--- src/rtl/dmem_arb_pkg.sv ---
// Shared types and limits for the two-port data-RAM arbiter.
// Holds the read-tag format carried down the read-latency pipeline.
package dmem_arb_pkg;

   typedef enum logic {
      OWN_A = 1'b0,
      OWN_B = 1'b1
   } owner_t;

   typedef struct packed {
      logic   valid;
      owner_t owner;
   } tag_t;

   localparam int RD_LAT_MIN    = 1;
   localparam int RD_LAT_MAX    = 4;
   localparam int MAX_A_RUN_MIN = 1;
   localparam int MAX_A_RUN_MAX = 255;
   localparam int RUN_CNT_W     = 8;

   localparam tag_t TAG_IDLE = '{valid: 1'b0, owner: OWN_A};

endpackage

--- src/rtl/dmem_arb_tagpipe.sv ---
// Fixed-depth shift register of read tags; the tail lines up with the RAM's
// read data so each returning word can be steered to the port that asked for it.
module dmem_arb_tagpipe
   import dmem_arb_pkg::*;
#(
   parameter int DEPTH = 1
) (
   input  logic clk,
   input  logic rst_n,
   input  tag_t tag_in,
   output tag_t tag_out
);

   for (genvar gi = 0; gi < DEPTH; gi++) begin : g_stage
      tag_t stage_reg;
      if (gi == 0) begin : g_head
         always_ff @(posedge clk or negedge rst_n) begin
            if (!rst_n) stage_reg <= TAG_IDLE;
            else        stage_reg <= tag_in;
         end
      end else begin : g_body
         always_ff @(posedge clk or negedge rst_n) begin
            if (!rst_n) stage_reg <= TAG_IDLE;
            else        stage_reg <= g_stage[gi-1].stage_reg;
         end
      end
   end

   assign tag_out = g_stage[DEPTH-1].stage_reg;

endmodule

--- src/rtl/dmem_arbiter.sv ---
// Two-requester arbiter in front of a single-port data RAM (A = CPU, B = secondary).
// Define DMEM_ARB_STARVE_GUARD_EN to bound how long A may lock out a waiting B.
module dmem_arbiter
   import dmem_arb_pkg::*;
#(
   parameter int ADDR_W    = 16,
   parameter int DATA_W    = 32,
   parameter int RD_LAT    = 1,
   parameter int MAX_A_RUN = 8
) (
   input  logic              clk,
   input  logic              rst_n,
   input  logic              a_req,
   input  logic              a_we,
   input  logic [ADDR_W-1:0] a_addr,
   input  logic [DATA_W-1:0] a_wdata,
   output logic              a_gnt,
   output logic              a_rvalid,
   output logic [DATA_W-1:0] a_rdata,
   input  logic              b_req,
   input  logic              b_we,
   input  logic [ADDR_W-1:0] b_addr,
   input  logic [DATA_W-1:0] b_wdata,
   output logic              b_gnt,
   output logic              b_rvalid,
   output logic [DATA_W-1:0] b_rdata,
   output logic [ADDR_W-1:0] ram_addr,
   output logic [DATA_W-1:0] ram_wdata,
   output logic              ram_we,
   input  logic [DATA_W-1:0] ram_q
);

   if (RD_LAT < RD_LAT_MIN || RD_LAT > RD_LAT_MAX) begin : g_bad_rd_lat
      $error("dmem_arbiter: RD_LAT out of range");
   end
   if (MAX_A_RUN < MAX_A_RUN_MIN || MAX_A_RUN > MAX_A_RUN_MAX) begin : g_bad_max_run
      $error("dmem_arbiter: MAX_A_RUN out of range");
   end

   logic              force_b;
   logic [ADDR_W-1:0] addr_hold_reg;
   tag_t              tag_in;
   tag_t              tag_tail;

`ifdef DMEM_ARB_STARVE_GUARD_EN
   logic [RUN_CNT_W-1:0] run_cnt_reg;
   logic [RUN_CNT_W-1:0] run_cnt_next;

   // Only a B that is actually waiting can override A.
   assign force_b = b_req && (run_cnt_reg >= RUN_CNT_W'(MAX_A_RUN));

   always_comb begin
      run_cnt_next = run_cnt_reg;
      if (b_gnt || !b_req)
         run_cnt_next = '0;
      else if (a_gnt && run_cnt_reg != '1)
         run_cnt_next = run_cnt_reg + 1'b1;
   end

   always_ff @(posedge clk or negedge rst_n) begin
      if (!rst_n) run_cnt_reg <= '0;
      else        run_cnt_reg <= run_cnt_next;
   end
`else
   assign force_b = 1'b0;
`endif

   // Grants are suppressed while reset is held so nothing reaches the RAM.
   always_comb begin
      a_gnt = rst_n & a_req & ~force_b;
      b_gnt = rst_n & b_req & (~a_req | force_b);
   end

   always_comb begin
      ram_addr  = addr_hold_reg;
      ram_wdata = '0;
      ram_we    = 1'b0;
      if (a_gnt) begin
         ram_addr  = a_addr;
         ram_wdata = a_wdata;
         ram_we    = a_we;
      end else if (b_gnt) begin
         ram_addr  = b_addr;
         ram_wdata = b_wdata;
         ram_we    = b_we;
      end
   end

   always_ff @(posedge clk or negedge rst_n) begin
      if (!rst_n) addr_hold_reg <= '0;
      else        addr_hold_reg <= ram_addr;
   end

   always_comb begin
      tag_in       = TAG_IDLE;
      tag_in.valid = (a_gnt & ~a_we) | (b_gnt & ~b_we);
      tag_in.owner = b_gnt ? OWN_B : OWN_A;
   end

   dmem_arb_tagpipe #(
      .DEPTH (RD_LAT)
   ) u_tagpipe (
      .clk     (clk),
      .rst_n   (rst_n),
      .tag_in  (tag_in),
      .tag_out (tag_tail)
   );

   assign a_rvalid = tag_tail.valid && (tag_tail.owner == OWN_A);
   assign b_rvalid = tag_tail.valid && (tag_tail.owner == OWN_B);
   assign a_rdata  = ram_q;
   assign b_rdata  = ram_q;

endmodule
--- config.mk ---
export PLATFORM = sky130hd
export DESIGN_NAME = dmem_arbiter
export DESIGN_NICKNAME = d
export VERILOG_FILES = /design/src/rtl/dmem_arb_pkg.sv /design/src/rtl/dmem_arb_tagpipe.sv /design/src/rtl/dmem_arbiter.sv
export SDC_FILE = /design/constraint.sdc
export NUM_CORES = 1
export LEC_CHECK = 0
export BUFFER_PORTS_ARGS = -buffer_cell sky130_fd_sc_hd__buf_2
export CAP_MARGIN = 20
export CORE_AREA = 2 2 98 100
export DETAILED_ROUTE_END_ITERATION = 10
export DIE_AREA = 0 0 100 102
export PLACE_DENSITY = 0.73
export SLEW_MARGIN = 20
export SYNTH_ARGS = -nofsm -noshare
export SYNTH_HDL_FRONTEND = slang
export SYNTH_SLANG_ARGS = --single-unit
--- constraint.sdc ---
create_clock -name clk -period 1.05 [get_ports clk]
set_input_delay 0.21 -clock clk [delete_from_list [all_inputs] [get_ports clk]]
set_output_delay 0.21 -clock clk [all_outputs]
set_load 0.05 [all_outputs]
==> flow_summary_export.csv, run 1 <==
group,metric,value,unit
critical_path,crit_fanout,8,
synth,synth_largest_area_cell,"buf_4",
die,die_w,100,microns
critical_path,arrival,1.20,ns
clock_tree,clk_path_buf_depth,2,
critical_path,max_stage_delay,0.23,ns
finish,fin_cells,553,
synth,synth_area_leaders,"buf_4 (27%), dfrtp_1 (21%), nand2_1 (12%), nor3_1 (11%), and2_1 (10%)",
run_status,status,"finished with violations",
clock_tree,cts-htree-levels,1,
finish,nets,577,
die,boundaryPins,251,
finish,finalInstanceArea,4500,sq um
timing,report.final.setup_viol,52,
timing,slew_violations,0,
synth,yosysWarningCount,0,
clock_tree,cts.sinks,18,
routing,first_iter_violations,65,
finish,diodes,0,
power,leakage,0.00204,uW
min_path,min_path_type,"in2async",
synth,syn_inst,313,
grt,grt_max_degree,34,
critical_path,crit_path_top_delay_cell,"nor3_4",
die,die_h,102,microns
placement,placed_cells,523,
synth,syn_avg_cell_area,6.78,sq um
routing,wl_per_cell,16.6,microns
synth,ys_seq_area_share,21.2,%
grt,antenna_found_initial,0,
power,powerDensity,911,nW/um^2
routing,routed-via-count,2615,
timing,fmaxAchievable,0.711,GHz
finish,drive_gt1_share,76.9,%
grt,gr-usage-all-layers,16.7,%
clock_tree,tritoncts,"yes",
clock_tree,cts_buffers,3,
synth,synth_cell_types,16,
synth,ys_ff_latch,18,
critical_path,cp-start-kind,"primary input",
placement,place_hpwl,5390,microns
placement,place_area,3110,sq um
synth,synthesis.area,2120,sq um
critical_path,path_buf_inv,5,
timing,max_slew.worst_pin.slew,0.320,ns
timing,period_needed,1.41,ns
critical_path,crit_top_cell,"buf_12",
timing,fin_ws,-0.356,ns
routing,totalWireLength,9200,microns
grt,grt_pass1_vias,2678,
die,dieArea,10200,sq um
clock_tree,clockRootBuffer,"clkbuf_8",
timing,rsz0062_at_grt,"true",
critical_path,end_kind,"output port",
critical_path,worstSetupPathType,"in2out",
routing,firstDrtPassIters,5,
power,ir_drop,0.523,mV
clock_tree,clk_latency,0.25,ns
timing,period_share,134,%
synth,syn-num-nets,447,
finish,largest_reg_flops,16,
critical_path,critPathRequiredTime,0.84,ns
job,maxCapViolCount,0,
timing,final_hold_viol_count,0,
timing,skew,0,ns
die,core_area,9110,sq um
finish,layout_commonest_cell,"buf_2",
critical_path,path_cells,"buf_12, buf_12, buf_12, buf_8, nor3_4, nor3_4, buf_6",
synth,synth_top_cell_area_share,26.9,%
run_status,violations,"setup timing",
finish,final_util,49.4,%
finish,final_cell_mix,"buf_2 (98), nand2_1 (57), buf_6 (37)",
routing,route.detailed.drc,0,
timing,tns,-12.31,ns
placement,io_buffer_count,154,
critical_path,critPathTopFamily,"buffers and inverters",
die,rows,35,
routing,ant_nets,0,
grt,grt-ovfl-total,0,
die,start_util,23.3,%
routing,avgViaCountPerCell,4.73,
placement,place_congestion,0.761,
power,p_total,4100,uW
grt,grt_pass1_wl,13400,microns
timing,slew_headroom,78.5,%
finish,syn_to_final_growth,112,%
clock_tree,clk_transition_reported_paths,0.08,ns
## worst paths after layout
kind	from	endpoint	slack, ns	depth (start not counted)
max in group asynchronous	rst_n	addr_hold_reg[7]	0.66	4
min reg2reg	addr_hold_reg[9]	addr_hold_reg[9]	0.66	2
min in group clk	a_we	u_tagpipe.tag_out[1]	0.28	4
max reg2reg	addr_hold_reg[13]	addr_hold_reg[13]	0.08	4
max	a_req	ram_addr[11]	-0.36	7
min	rst_n	addr_hold_reg[12]	0.13	4
## cell families (layout without fill, tap and decap cells)
group,Yosys count,after routing,share of synthesized area (%)
DFF,18,18,21.2
buffers and inverters,90,217,30.4
and+or+nand+nor,155,157,35.6
AOI/OAI and AO/OA,50,50,12.7
## report_power, final
group / leakage, uW / total (uW) / internal, uW / switching, uW
Clock: 0.0000288 / 588 / 334 / 255
Combinational: 0.00181 / 2600 / 1210 / 1400
Sequential: 0.000201 / 911 / 795 / 116
## layout make-up
class / count / area, sq um
sequential: 18 / 458
multi-input combinational: 207 / 1800
tap: 111 / 139
timing repair buffer: 212 / 2050
fill: 836 / 4610
clock buffer: 4 / 55.1
inverter: 1 / 3.75
## cell usage after synthesis, drive strengths merged
master and n:
and2 34, nor3 48, o21ai 33, buf 84, nor2 2, inv 1
clkbuf 5, nand2 68, a21oi 1, o22ai 16, dfrtp 18, nor2b 3
## metal layers
metal	up-vias	GRT usage (%)	wire length (microns)
met5	-	0	0
met4	0	5.48	213
met3	18	3.15	648
met2	117	30.9	5080
met1	1245	19.3	3250
li1	1235	-	-
## worst register-to-register path: cells and delay by family, from the launching register on
kind	cells	cell delay, ns
AO/OA/AOI/OAI	1	0.16
buffers and inverters	2	0.26
flip-flops	1	0.40
AND/OR/NAND/NOR	1	0.06
## through the flow
step | hold slack (ns) | worst slack [ns]
after floorplan | -0.0856 | -0.296
after CTS | 0.111 | -0.362
final | 0.133 | -0.356
after global placement | 0.225 | -0.485
after detailed placement | 0.228 | -0.474
after global routing | 0.129 | -0.389
## what timing repair did
| item | in CTS | in global routing |
|---|---|---|
| endpoints found under the setup margin | 53 | 54 |
| cloned | 10 | 1 |
| hold buffers | 0 | 0 |
| resized for setup | 223 | 40 |
| pin swaps | 50 | 27 |
| buffers inserted | 17 | 9 |
(Power assumes the default switching activity.)
==> run 2: changes to the inputs <==
- ABC_AREA: not set -> 1
- ABC_CLOCK_PERIOD_IN_PS: not set -> 1050
- BUFFER_PORTS_ARGS: -buffer_cell sky130_fd_sc_hd__buf_2 -> not set
- CORE_AREA: 2 2 98 100 -> 2 2 96 98
- DIE_AREA: 0 0 100 102 -> 0 0 98 100
- DONT_BUFFER_PORTS: not set -> 1
- PLACE_DENSITY: 0.73 -> 0.47
==> run 2 against run 1 <==
Against the previous run:
- the run still ends with setup timing left
- sequential power is 11% lower
- highest routed layer unchanged
- design area shrank 19%
- critical path depth fell by 1
- die area is 3.9% lower
- cell count decreased by 33%
- combinational power decreased by 32%
- global-route usage down 3.1 points
- worst setup slack gained 0.20 ns
==> flow_summary_export.csv, run 2 <==
group,metric,value,unit
die,die_h,100,microns
routing,route.detailed.drc,0,
placement,place_hpwl,4140,microns
power,power_frac_comb,57.7,%
job,maxCapViolCount,0,
routing,ant_nets,0,
finish,diodes,0,
power,ir_drop,0.292,mV
routing,first_iter_violations,30,
clock_tree,cts-htree-levels,1,
finish,drive_gt1_share,81.5,%
placement,place_area,2430,sq um
die,start_util,21.5,%
power,powerDensity,851,nW/um^2
synth,syn-num-nets,437,
synth,ys_seq_area_share,23.6,%
clock_tree,clk_path_buf_depth,2,
clock_tree,cts_buffers,3,
power,swShare,48.0,%
die,core_area,8890,sq um
finish,register_area,450,sq um
routing,wl_per_cell,18.4,microns
power,seqPwrFrac,26.3,%
synth,synth_largest_area_cell,"nand2_1",
synth,synth_edf_count,0,
power,leakage,0.00153,uW
grt,grt_pass1_wl,10300,microns
finish,final_util,40.8,%
die,rows,35,
timing,report.final.setup_viol,52,
placement,place_congestion,0.696,
synth,synthesis.area,1910,sq um
timing,skew,0,ns
timing,fmaxAchievable,0.828,GHz
timing,period_share,115,%
synth,ys.flop_type,"dfrtp_1",
critical_path,arrival,1.00,ns
critical_path,worstSetupPathType,"in2out",
finish,largest_reg_flops,16,
synth,synthArstFlopShare,100,%
synth,yosysWarningCount,0,
clock_tree,clockRootBuffer,"clkbuf_8",
finish,finalInstanceArea,3630,sq um
clock_tree,clk_latency,0.25,ns
placement,io_buffer_count,0,
finish,nets,395,
synth,ys_ff_latch,18,
timing,period_needed,1.21,ns
die,boundaryPins,251,
synth,synth_top_cell_area_share,29.1,%
routing,firstDrtPassIters,4,
critical_path,cp-start-kind,"primary input",
synth,synth.most_common_cell,"nand2_1",
clock_tree,clk_transition_reported_paths,0.07,ns
run_status,status,"finished with violations",
grt,gr-usage-all-layers,13.5,%
die,die_w,98,microns
synth,syn_avg_cell_area,6.31,sq um
synth,synth_common_cells,"nand2_1 (148), buf_4 (64), inv_1 (19), dfrtp_1 (18)",
timing,slew_headroom,40.7,%
timing,slew_violations,0,
critical_path,end_kind,"output port",
die,dieArea,9800,sq um
timing,rsz0062_at_grt,"true",
synth,synth_cell_types,15,
power,cell_internal_pwr,1600,uW
timing,fin_ws,-0.157,ns
clock_tree,tritoncts,"yes",
finish,layout_commonest_cell,"nand2_8",
finish,multi_input_area,2360,sq um
power,p_sw,1480,uW
timing,max_slew.worst_pin.slew,0.889,ns
routing,avgViaCountPerCell,4.49,
run_status,violations,"setup timing",
grt,grt-ovfl-total,0,
finish,final_cell_mix,"nand2_8 (58), nand2_2 (42), nand2_4 (37)",
power,clockPowerShare,16.0,%
timing,final_hold_viol_count,0,
critical_path,crit_fanout,20,
finish,fillers,827,
synth,syn_inst,303,
clock_tree,cts.sinks,18,
finish,syn_to_final_growth,89.7,%
timing,tns,-4.38,ns
grt,antenna_found_initial,0,
routing,totalWireLength,6790,microns
synth,synth_area_leaders,"nand2_1 (29%), buf_4 (25%), dfrtp_1 (24%), buf_6 (4.7%), a21oi_1 (4.2%)",
routing,routed-via-count,1660,
critical_path,critPathRequiredTime,0.84,ns
min_path,min_path_type,"in2reg",
grt,grt_max_degree,21,
grt,grt_pass1_vias,1829,
-- run 2: cell types whose count changed after synthesis, sizes merged, moves of 5 or more --
| cell | change |
|---|---|
| a21oi | +15 |
| and2 | -34 |
| buf | -5 |
| clkbuf | -5 |
| inv | +19 |
| nand2 | +82 |
| nand3 | +17 |
| nor3 | -48 |
| o21ai | -33 |
| o22ai | -15 |
-- run 2: cells by family after synthesis --
kind of cell	Yosys count	share of synthesized area [%]
AOI/OAI and AO/OA	17	4.52
buffers and inverters	99	35.6
DFF	18	23.6
and+or+nand+nor	169	36.3
-- run 2: routing by layer --
| layer | wire length, microns | up-vias | track usage, % |
|---|---|---|---|
| li1 | - | 772 | - |
| met1 | 2200 | 777 | 15.3 |
| met2 | 3900 | 103 | 24.0 |
| met3 | 636 | 8 | 4.74 |
| met4 | 59 | 0 | 4.17 |
| met5 | 0 | - | 0 |
-- run 2: area by class of cell --
class | count | area share (%)
multi-input combinational | 186 | 65.0
inverter | 20 | 2.28
sequential | 18 | 12.4
tap | 111 | 3.83
clock buffer | 3 | 1.14
timing repair buffer | 32 | 15.4
-- run 2: path summary, 6_finish.rpt --
kind | end | slack [ns] | start | cells past startpoint
setup / recovery | ram_addr[13] | -0.16 | rst_n | 6
hold / removal | u_tagpipe.tag_out[1] | 0.05 | b_we | 1
setup reg to reg | addr_hold_reg[15] | 0.15 | addr_hold_reg[15] | 4
hold reg to reg | addr_hold_reg[7] | 0.75 | addr_hold_reg[7] | 4
max in group asynchronous | addr_hold_reg[1] | 0.36 | rst_n | 1
min in group asynchronous | addr_hold_reg[7] | 0.15 | rst_n | 1
-- run 2: timing repair --
action | in CTS | in global routing
gates resized for setup | 92 | 85
pin swaps | 50 | 38
setup endpoints to repair | 53 | 70
buffers inserted | 10 | 3
cloned | 10 | 0
hold endpoints to repair | 18 | 0
hold buffers | 1 | 0
-- run 2: power by group through the flow --
stage / Clock (uW) / Combinational (uW) / Sequential (uW)
final: 493 / 1780 / 813
after floorplan: 0 / 2000 / 817
after CTS: 517 / 1720 / 810
after global placement: 0 / 1400 / 819
after global routing: 555 / 1870 / 823
after detailed placement: 0 / 1410 / 823
-- run 2: worst max-delay path: stages --
cell	delay (ns)
nand2_2	0.09
clkinv_4	0.10
buf_4	0.16
buf_16	0.17
nand2_2	0.09
nand3_4	0.18
-- run 2: per-stage QoR --
stage	setup slack [ns]	power, uW	instances	hold WS [ns]
floorplan	-0.138	2820	303	-0.0856
global placement	-0.107	2210	348	-0.0844
detailed placement	-0.134	2230	348	-0.0846
CTS	-0.172	3050	372	0.0434
global route	-0.214	3250	370	0.0412
finish	-0.157	3090	370	0.0492
